===== config.mk =====
export PLATFORM = sky130hd
export DESIGN_NAME = alu_ctrl
export DESIGN_NICKNAME = d
export VERILOG_FILES = /design/src/rtl/alu_pkg.sv /design/src/rtl/alu_ctrl.sv
export SDC_FILE = /design/constraint.sdc
export NUM_CORES = 1
export LEC_CHECK = 0
export BUFFER_PORTS_ARGS = -buffer_cell sky130_fd_sc_hd__buf_2
export CORE_MARGIN = 2
export CORE_UTILIZATION = 42
export DETAILED_ROUTE_END_ITERATION = 16
export MAX_ROUTING_LAYER = met4
export PLACE_DENSITY_LB_ADDON = 0.12
export SLEW_MARGIN = 25
export SYNTH_ARGS = -nofsm -noshare
export SYNTH_HDL_FRONTEND = slang
export SYNTH_SLANG_ARGS = --single-unit

===== constraint.sdc =====
create_clock -name clk -period 1.6 [get_ports clk]
set_input_delay 0.32 -clock clk [delete_from_list [all_inputs] [get_ports clk]]
set_output_delay 0.32 -clock clk [all_outputs]
set_load 0.05 [all_outputs]

===== src/rtl/alu_pkg.sv =====
// -----------------------------------------------------------------------------
// alu_pkg
//   Shared definitions for the ALU execute-stage controller:
//     - datapath widths
//     - 6-bit ALU opcode constants (same encoding as the ALU instr port)
//     - PSW bit indices and update masks
//     - controller FSM state enumeration
//     - small opcode classification helpers
// -----------------------------------------------------------------------------
package alu_pkg;

    localparam int DW  = 16;   // data / PSW width
    localparam int OPW = 6;    // opcode width
    localparam int RW  = 3;    // register index width

    // Opcodes: bit 0 selects byte (.b) variant; 11xxxx is the shift/rotate group.
    localparam logic [OPW-1:0] OP_MOV    = 6'b000000;
    localparam logic [OPW-1:0] OP_MOV_B  = 6'b000001;
    localparam logic [OPW-1:0] OP_ADD    = 6'b000010;
    localparam logic [OPW-1:0] OP_ADD_B  = 6'b000011;
    localparam logic [OPW-1:0] OP_ADDC   = 6'b000100;
    localparam logic [OPW-1:0] OP_ADDC_B = 6'b000101;
    localparam logic [OPW-1:0] OP_SUB    = 6'b000110;
    localparam logic [OPW-1:0] OP_SUB_B  = 6'b000111;
    localparam logic [OPW-1:0] OP_SUBC   = 6'b001000;
    localparam logic [OPW-1:0] OP_SUBC_B = 6'b001001;
    localparam logic [OPW-1:0] OP_CMP    = 6'b001010;
    localparam logic [OPW-1:0] OP_CMP_B  = 6'b001011;
    localparam logic [OPW-1:0] OP_DADD   = 6'b001100;
    localparam logic [OPW-1:0] OP_DADD_B = 6'b001101;
    localparam logic [OPW-1:0] OP_AND    = 6'b001110;
    localparam logic [OPW-1:0] OP_AND_B  = 6'b001111;
    localparam logic [OPW-1:0] OP_BIS    = 6'b010000;
    localparam logic [OPW-1:0] OP_BIS_B  = 6'b010001;
    localparam logic [OPW-1:0] OP_XOR    = 6'b010010;
    localparam logic [OPW-1:0] OP_XOR_B  = 6'b010011;
    localparam logic [OPW-1:0] OP_RRC    = 6'b110000;
    localparam logic [OPW-1:0] OP_RRC_B  = 6'b110001;
    localparam logic [OPW-1:0] OP_RRA    = 6'b110010;
    localparam logic [OPW-1:0] OP_RRA_B  = 6'b110011;

    // PSW bit positions
    localparam int PSW_C = 0;
    localparam int PSW_Z = 1;
    localparam int PSW_N = 2;
    localparam int PSW_S = 3;
    localparam int PSW_V = 4;

    // Flags copied from the ALU on a full update (V,N,Z,C) and on a carry-only update.
    localparam logic [DW-1:0] PSW_FLAG_MASK  = (DW'(1) << PSW_V) | (DW'(1) << PSW_N) |
                                               (DW'(1) << PSW_Z) | (DW'(1) << PSW_C);
    localparam logic [DW-1:0] PSW_CARRY_MASK = DW'(1) << PSW_C;

    typedef enum logic [2:0] {
        S_IDLE   = 3'd0,
        S_RD_DST = 3'd1,
        S_RD_SRC = 3'd2,
        S_EXEC   = 3'd3,
        S_WAIT   = 3'd4,
        S_WB     = 3'd5
    } state_e;

    // Operation captured when start is accepted.
    typedef struct packed {
        logic [OPW-1:0] opcode;
        logic           upd_psw;
        logic [RW-1:0]  dst;
        logic [RW-1:0]  src;
        logic           rc;
        logic [DW-1:0]  cval;
    } req_t;

    // Decimal add and rotate-through-carry always refresh C even without upd_psw.
    function automatic logic is_carry_only(input logic [OPW-1:0] op);
        return (op == OP_DADD) || (op == OP_DADD_B) || (op == OP_RRC) || (op == OP_RRC_B);
    endfunction

    // Single-operand shift/rotate group: second operand is forced to zero.
    function automatic logic is_shift(input logic [OPW-1:0] op);
        return op[OPW-1 -: 2] == 2'b11;
    endfunction

endpackage


===== src/rtl/alu_ctrl.sv =====
// -----------------------------------------------------------------------------
// alu_ctrl
//   Sequences one ALU operation through a fixed 6-state pipeline:
//   IDLE -> RD_DST -> RD_SRC -> EXEC -> WAIT -> WB -> IDLE.
//   Reads both operands from a combinational register file, pulses the ALU
//   execute strobe, captures result/flags, then writes back and updates PSW.
//
// Ports
//   clk, rst              clock, synchronous active-high reset
//   start                 accept one operation (IDLE only)
//   opcode, upd_psw       ALU operation and PSW-update option
//   dst_reg, src_reg      destination/first operand and source register index
//   rc, const_val         select immediate second operand
//   rf_raddr / rf_rdata   register-file read port (combinational data)
//   rf_we/waddr/wdata     register-file write port (one-cycle strobe)
//   op1, op2              ALU operands
//   alu_instr, alu_opt    ALU opcode and PSW-update option
//   alu_E                 ALU execute strobe
//   alu_result, alu_psw   ALU outputs
//   psw                   architectural PSW (also ALU PSW input)
//   busy, done            activity flag and completion pulse
// -----------------------------------------------------------------------------
module alu_ctrl
    import alu_pkg::*;
#(
    parameter logic [DW-1:0]      PSW_RST = 16'h0000,
    parameter logic [2*OPW-1:0]   CMP_OPS = {6'b001010, 6'b001011}
) (
    input  logic            clk,
    input  logic            rst,
    input  logic            start,
    input  logic [OPW-1:0]  opcode,
    input  logic            upd_psw,
    input  logic [RW-1:0]   dst_reg,
    input  logic [RW-1:0]   src_reg,
    input  logic            rc,
    input  logic [DW-1:0]   const_val,
    output logic [RW-1:0]   rf_raddr,
    input  logic [DW-1:0]   rf_rdata,
    output logic            rf_we,
    output logic [RW-1:0]   rf_waddr,
    output logic [DW-1:0]   rf_wdata,
    output logic [DW-1:0]   op1,
    output logic [DW-1:0]   op2,
    output logic [OPW-1:0]  alu_instr,
    output logic            alu_opt,
    output logic            alu_E,
    input  logic [DW-1:0]   alu_result,
    input  logic [DW-1:0]   alu_psw,
    output logic [DW-1:0]   psw,
    output logic            busy,
    output logic            done
);

    state_e         state_q, state_d;
    req_t           req_q;
    logic [DW-1:0]  op1_q, op2_q;
    logic [DW-1:0]  res_q, apsw_q;
    logic [DW-1:0]  psw_q, psw_d;
    logic [DW-1:0]  psw_mask;
    logic           is_cmp;

    // Compares update flags only; they never write the register file.
    assign is_cmp = (req_q.opcode == CMP_OPS[2*OPW-1 -: OPW]) ||
                    (req_q.opcode == CMP_OPS[OPW-1:0]);

    // ---------------- FSM: state register ----------------
    always_ff @(posedge clk) begin
        if (rst) state_q <= S_IDLE;
        else     state_q <= state_d;
    end

    // ---------------- FSM: next state ----------------
    always_comb begin
        state_d = state_q;
        unique case (state_q)
            S_IDLE:   if (start) state_d = S_RD_DST;
            S_RD_DST: state_d = S_RD_SRC;
            S_RD_SRC: state_d = S_EXEC;
            S_EXEC:   state_d = S_WAIT;
            S_WAIT:   state_d = S_WB;
            S_WB:     state_d = S_IDLE;
            default:  state_d = S_IDLE;
        endcase
    end

    // ---------------- FSM: outputs ----------------
    always_comb begin
        busy     = 1'b1;
        done     = 1'b0;
        rf_we    = 1'b0;
        alu_E    = 1'b0;
        rf_raddr = '0;
        unique case (state_q)
            S_IDLE:   busy     = 1'b0;
            S_RD_DST: rf_raddr = req_q.dst;
            S_RD_SRC: rf_raddr = req_q.src;
            S_EXEC:   alu_E    = 1'b1;
            S_WAIT:   ;
            S_WB: begin
                done  = 1'b1;
                rf_we = !is_cmp;
            end
            default:  busy     = 1'b0;
        endcase
    end

    // Full flag update wins; otherwise carry-only ops refresh C alone.
    always_comb begin
        psw_mask = '0;
        if (req_q.upd_psw)                   psw_mask = PSW_FLAG_MASK;
        else if (is_carry_only(req_q.opcode)) psw_mask = PSW_CARRY_MASK;
        psw_d = (psw_q & ~psw_mask) | (apsw_q & psw_mask);
    end

    // ---------------- datapath registers ----------------
    always_ff @(posedge clk) begin
        if (rst) begin
            req_q  <= '0;
            op1_q  <= '0;
            op2_q  <= '0;
            res_q  <= '0;
            apsw_q <= '0;
            psw_q  <= PSW_RST;
        end else begin
            unique case (state_q)
                S_IDLE: if (start) begin
                    req_q.opcode  <= opcode;
                    req_q.upd_psw <= upd_psw;
                    req_q.dst     <= dst_reg;
                    req_q.src     <= src_reg;
                    req_q.rc      <= rc;
                    req_q.cval    <= const_val;
                end
                S_RD_DST: op1_q <= rf_rdata;
                S_RD_SRC: begin
                    if (is_shift(req_q.opcode)) op2_q <= '0;
                    else if (req_q.rc)          op2_q <= req_q.cval;
                    else                        op2_q <= rf_rdata;
                end
                S_EXEC: ;
                S_WAIT: begin
                    res_q  <= alu_result;
                    apsw_q <= alu_psw;
                end
                S_WB:    psw_q <= psw_d;
                default: ;
            endcase
        end
    end

    assign op1       = op1_q;
    assign op2       = op2_q;
    assign alu_instr = req_q.opcode;
    assign alu_opt   = req_q.upd_psw;
    assign rf_waddr  = req_q.dst;
    assign rf_wdata  = res_q;
    assign psw       = psw_q;

endmodule

After elaboration in Yosys (flattened, before gate mapping)
Index checks and enable logic that the tools add are counted.

storage, ports and cells
  flip-flop bits (word level) = 113
  bits of input ports = 81
  output and inout bits = 81
  word-level logic and storage cells = 48

operators by class
  equality and inequality tests = 13
  multiplexer cells = 11
  bitwise gates (word level) = 4
  reductions and logical operators = 8

operator list
  kind                                                                   count
  16-bit bitwise AND                                                     2
  16-bit two-way mux                                                     2
  6-bit by 4-bit equality test with 1-bit output, second input constant  4
  16-bit inverter                                                        1
  16-bit bitwise OR                                                      1
  3-bit case mux with 5 select lines                                     1
  6-bit equality test, second input constant                             2
  3-bit by 2-bit equality test with 1-bit output, second input constant  2
  3-bit equality test, second input constant                             2
  3-bit case mux with 2 select lines                                     1
  1-bit two-way mux                                                      5
  5-bit two-way mux                                                      1
  5-bit OR reduction                                                     1
  1-bit logical OR                                                       4
  3-bit by 1-bit equality test with 1-bit output, second input constant  1
  3-bit logical NOT                                                      1
  3-bit two-way mux                                                      1
  2-bit equality test, second input constant                             1
  2-bit inequality test, second input constant                           1
  2-bit AND reduction                                                    1
  1-bit logical NOT                                                      1

Depth between registers and ports, before layout
  depth in word-level cells = 9
  gate-level depth with buffers = 7

Worst setup path before layout
OpenSTA, ideal clock, no wires.

  kind = register to output
  start = register state_q[1]
  end = output port rf_we
  arrival = 1.806 ns
  data required time = 1.280 ns
  slack = -0.526 ns
  cell stages (with the launch flop) = 6
  path buffers = 2
  cell sequence = dfxtp_1 > buf_2 > and3b_1 > buf_2 > inv_1 > a31oi_1

between the ends
  longest elaborated chain between the ends = 2

RTL lines
  item                    line            source
  from (decl)             alu_ctrl.sv:55  state_e state_q, state_d;
  from (signal assigned)  alu_ctrl.sv:70  else state_q <= state_d;
  3-bit equality test     alu_ctrl.sv:94  unique case (state_q)
  1-bit two-way mux       alu_ctrl.sv:94
  to (decl)               alu_ctrl.sv:40  output logic rf_we,

No other way between the ends.

Final worst setup path
  start = register state_q[0]
  end = output port rf_we

The elaborated chain is that of the path after synthesis.

==> insert_results.sql <==
INSERT INTO impl_metrics (metric_group, metric, value, unit) VALUES
('clocking', 'cts-buffers-inserted', '9', ''),
('worst_setup_path', 'timing_worst_setup_path_type', 'reg2out', ''),
('worst_setup_path', 'cp_cell_sequence', 'and3b_2 > inv_2 > a31oi_4 > buf_6', ''),
('worst_setup_path', 'worst_r2r_startpoint', 'state_q[2]$_SDFFE_PP0P_', ''),
('worst_setup_path', 'cp_max_fo', '8', ''),
('synth', 'syn-mean-instance-area', '8.22', 'µm²'),
('pwr', 'powerDensity', '1090', 'mW/mm²'),
('global_routing', 'grt_pass1_vias', '2975', ''),
('pwr', 'max-vdd-ir-drop', '0.406', 'mV'),
('routing', 'drt_iter0_markers', '102', ''),
('place', 'place_congestion', '0.750', ''),
('sta', 'final_worst_path_setup_slack', '-0.0581', 'ns'),
('worst_setup_path', 'reg2regPathDepth', '4', ''),
('routing', 'remaining_design_rule_violation_count', '0', ''),
('clocking', 'root_buffer', 'sky130_fd_sc_hd__clkbuf_8', ''),
('clocking', 'path_clk_slew', '0.09', 'ns'),
('clocking', 'clock_sinks', '89', ''),
('clocking', 'worstSkewPairLatency', '0.35', 'ns'),
('pwr', 'total_power_of_the_final_layout', '5.04', 'mW'),
('synth', 'synth_warnings', '0', ''),
('synth', 'synth_flop_cell', 'sky130_fd_sc_hd__dfxtp_1', ''),
('routing', 'detail_route.first_pass.iterations', '4', ''),
('synth', 'postSynthRegisterBits', '89', ''),
('floorplanning', 'floorplan.die.width', '96.0', 'µm'),
('place', 'place_hpwl', '6.29', 'mm'),
('global_routing', 'grt_use_total', '19.5', '%'),
('sta', 'fin_skew', '0.0138', 'ns'),
('hold_path', 'timing.hold.worst.class', 'in2reg', ''),
('global_routing', 'grt_first_pass_wirelength', '13.4', 'mm'),
('status', 'status', 'finished, violations left', ''),
('place', 'port-buffer-count', '137', ''),
('hold_path', 'holdCritStartpoint', 'alu_result[1]', ''),
('sta', 'setup_viol', '4', ''),
('clocking', 'tritoncts', 'built', ''),
('routing', 'detailroute.via_count', '3279', ''),
('floorplanning', 'area_of_the_die', '0.00921', 'mm²'),
('cells_and_area', 'post_route_cells_drive_above_1_share', '36.9', '%'),
('sta', 'layout_worst_path_cycle_share', '104', '%'),
('synth', 'netlist_top_cells_area', 'sky130_fd_sc_hd__dfxtp_1 50%, sky130_fd_sc_hd__nand2_1 15%, sky130_fd_sc_hd__a21oi_1 10%', ''),
('worst_setup_path', 'crit_path_top_delay_cell', 'sky130_fd_sc_hd__dfxtp_4', ''),
('sta', 'grt_setup_unrepaired', 'yes', ''),
('sta', 'max_clock_freq', '603', 'MHz'),
('cells_and_area', 'areaGrowthSynthToFinish', '30.0', '%'),
('sta', 'hold-worst-slack', '0.198', 'ns'),
('synth', 'syn_area', '0.00355', 'mm²'),
('synth', 'synth_top_cell_area_share', '50.2', '%'),
('clocking', 'clk_buf_depth', '2', ''),
('hold_path', 'hold_path_end', 'rf_wdata[1]$_SDFFE_PP0P_', ''),
('synth', 'synthDistinctLibCells', '28', ''),
('global_routing', 'maximum_number_of_pins_on_one_net_before_global_route_repair', '40', ''),
('routing', 'wl_per_cell', '13.3', 'µm'),
('cells_and_area', 'final_antenna_diode_count', '0', ''),
('pwr', 'power.static_leakage', '2.05', 'nW'),
('hold_path', 'min_delay_path_depth', '3', ''),
('floorplanning', 'std_cell_rows', '33', ''),
('sta', 'timing.final.max_slew_violations', '0', ''),
('synth', 'synth_top_area_cell', 'sky130_fd_sc_hd__dfxtp_1', ''),
('floorplanning', 'initial_standard_cell_utilization_of_the_core', '43.2', '%'),
('routing', 'totalWireLength', '8.90', 'mm'),
('worst_setup_path', 'slowest_delay', '0.41', 'ns'),
('synth', 'yosysSeqAreaShare', '50.2', '%'),
('clocking', 'htreeDepth', '3', ''),
('worst_setup_path', 'startpoint_type_of_the_worst_setup_path', 'flip-flop', ''),
('sta', 'final_hold_viol_count', '0', ''),
('worst_setup_path', 'critPathCaptureType', 'primary output', ''),
('floorplanning', 'core_area', '0.00822', 'mm²'),
('synth', 'number_of_synthesized_flops_with_an_enable_pin', '0', ''),
('synth', 'postSynthCellCount', '432', ''),
('status', 'failed_checks', 'negative setup slack', ''),
('worst_setup_path', 'reg2reg_to', 'op2[6]$_SDFFE_PP0P_', ''),
('clocking', 'holdBufCountCts', '0', '');
==> per-layer routing <==
metal | vias to the layer above | GRT usage [%] | routed length, µm
met4 | 0 | 7.02 | 91
met3 | 9 | 3.92 | 476
met5 | - | - | 0
li1 | 1648 | - | -
met2 | 103 | 32.9 | 4320
met1 | 1519 | 23.0 | 4010
==> critical path: cells and delay by family (launching register included) <==
kind,cells,cell delay (ns)
flops,1,0.41
buf+inv,2,0.22
simple gates,1,0.21
compound gates,1,0.15
==> logic make-up after synthesis <==
| kind of cell | count (synthesis) | share of synthesized area [%] |
|---|---|---|
| AOI/OAI and AO/OA | 97 | 15.8 |
| buffers and inverters | 55 | 9.09 |
| DFF | 89 | 50.2 |
| muxes | 16 | 5.07 |
| other | 1 | 0.106 |
| and+or+nand+nor | 174 | 19.8 |
==> metrics by stage <==
step	setup WS, ns	instance area (µm²)	setup TNS, ns	instances
4_1_cts	-0.0897	4590	-0.425	671
5_1_grt	-0.136	4620	-0.582	671
3_3_place_gp	0.0929	4300	0	653
2_1_floorplan	-0.0191	3610	-0.0192	443
6_report	-0.0581	4620	-0.210	671
3_5_place_dp	0.0281	4300	0	653
==> synthesized netlist by cell type (all sizes together) (2+ instances only) <==
cell	n
nand2	138
dfxtp	89
a21oi	73
buf	36
nor2	20
clkbuf	17
a22oi	16
mux2	16
a22o	3
nand3	3
nor3b	3
or3b	3
and2	2
and3b	2
inv	2
nor3	2
==> final cells by class <==
cell class              count  area (µm²)
fillers                   819        3600
flip-flops and latches     89        1790
multi-input cells         299        1540
repair buffers            160         931
clock buffers              10         138
well taps                 105         131
clock inverters             6        72.6
inverters                   2        7.51
==> worst max path at each step <==
stage                     cells after the start           to                    start
after detailed placement                      4  rf_raddr[1]  state_q[1]$_SDFFE_PP0P_
after global placement                        4  rf_raddr[1]  state_q[1]$_SDFFE_PP0P_
final                                         4        rf_we  state_q[0]$_SDFFE_PP0P_
after global routing                          4  rf_raddr[0]  state_q[2]$_SDFFE_PP0P_
after floorplan                               5        rf_we  state_q[1]$_SDFFE_PP0P_
after CTS                                     4  rf_raddr[1]  state_q[2]$_SDFFE_PP0P_
==> state kept, by name, summed over array words and instances, names as in the netlist, named ones only <==
signal     count
rf_wdata      16
op1           16
alu_instr      6
req_q         20
op2           16
alu_opt        1
state_q        3
rf_waddr       3
apsw_q         4
==> report_power, final <==
| part | switching (mW) | internal (mW) | total [mW] |
|---|---|---|---|
| sequential | 0.0727 | 2.33 | 2.40 |
| combinational | 0.692 | 0.330 | 1.02 |
| clock | 0.830 | 0.791 | 1.62 |
| total | 1.60 | 3.45 | 5.04 |
==> what timing repair did <==
action / 4_1_cts / 5_1_grt
pin swaps: 3 / 2
setup buffers: 3 / 0
gates resized for setup: 24 / 8
setup endpoints to repair: 7 / 9
==> cell usage in the layout, fill, tap and decap left out, types with 4 or more instances in the layout <==
master	count
sky130_fd_sc_hd__mux2_2	16
sky130_fd_sc_hd__nor2_1	19
sky130_fd_sc_hd__a22oi_1	16
sky130_fd_sc_hd__buf_6	4
sky130_fd_sc_hd__dfxtp_1	85
sky130_fd_sc_hd__clkbuf_8	10
sky130_fd_sc_hd__conb_1	12
sky130_fd_sc_hd__buf_2	130
sky130_fd_sc_hd__a21oi_1	71
sky130_fd_sc_hd__buf_4	21
sky130_fd_sc_hd__nand2_1	138
Power figures use the tool's default switching activity.
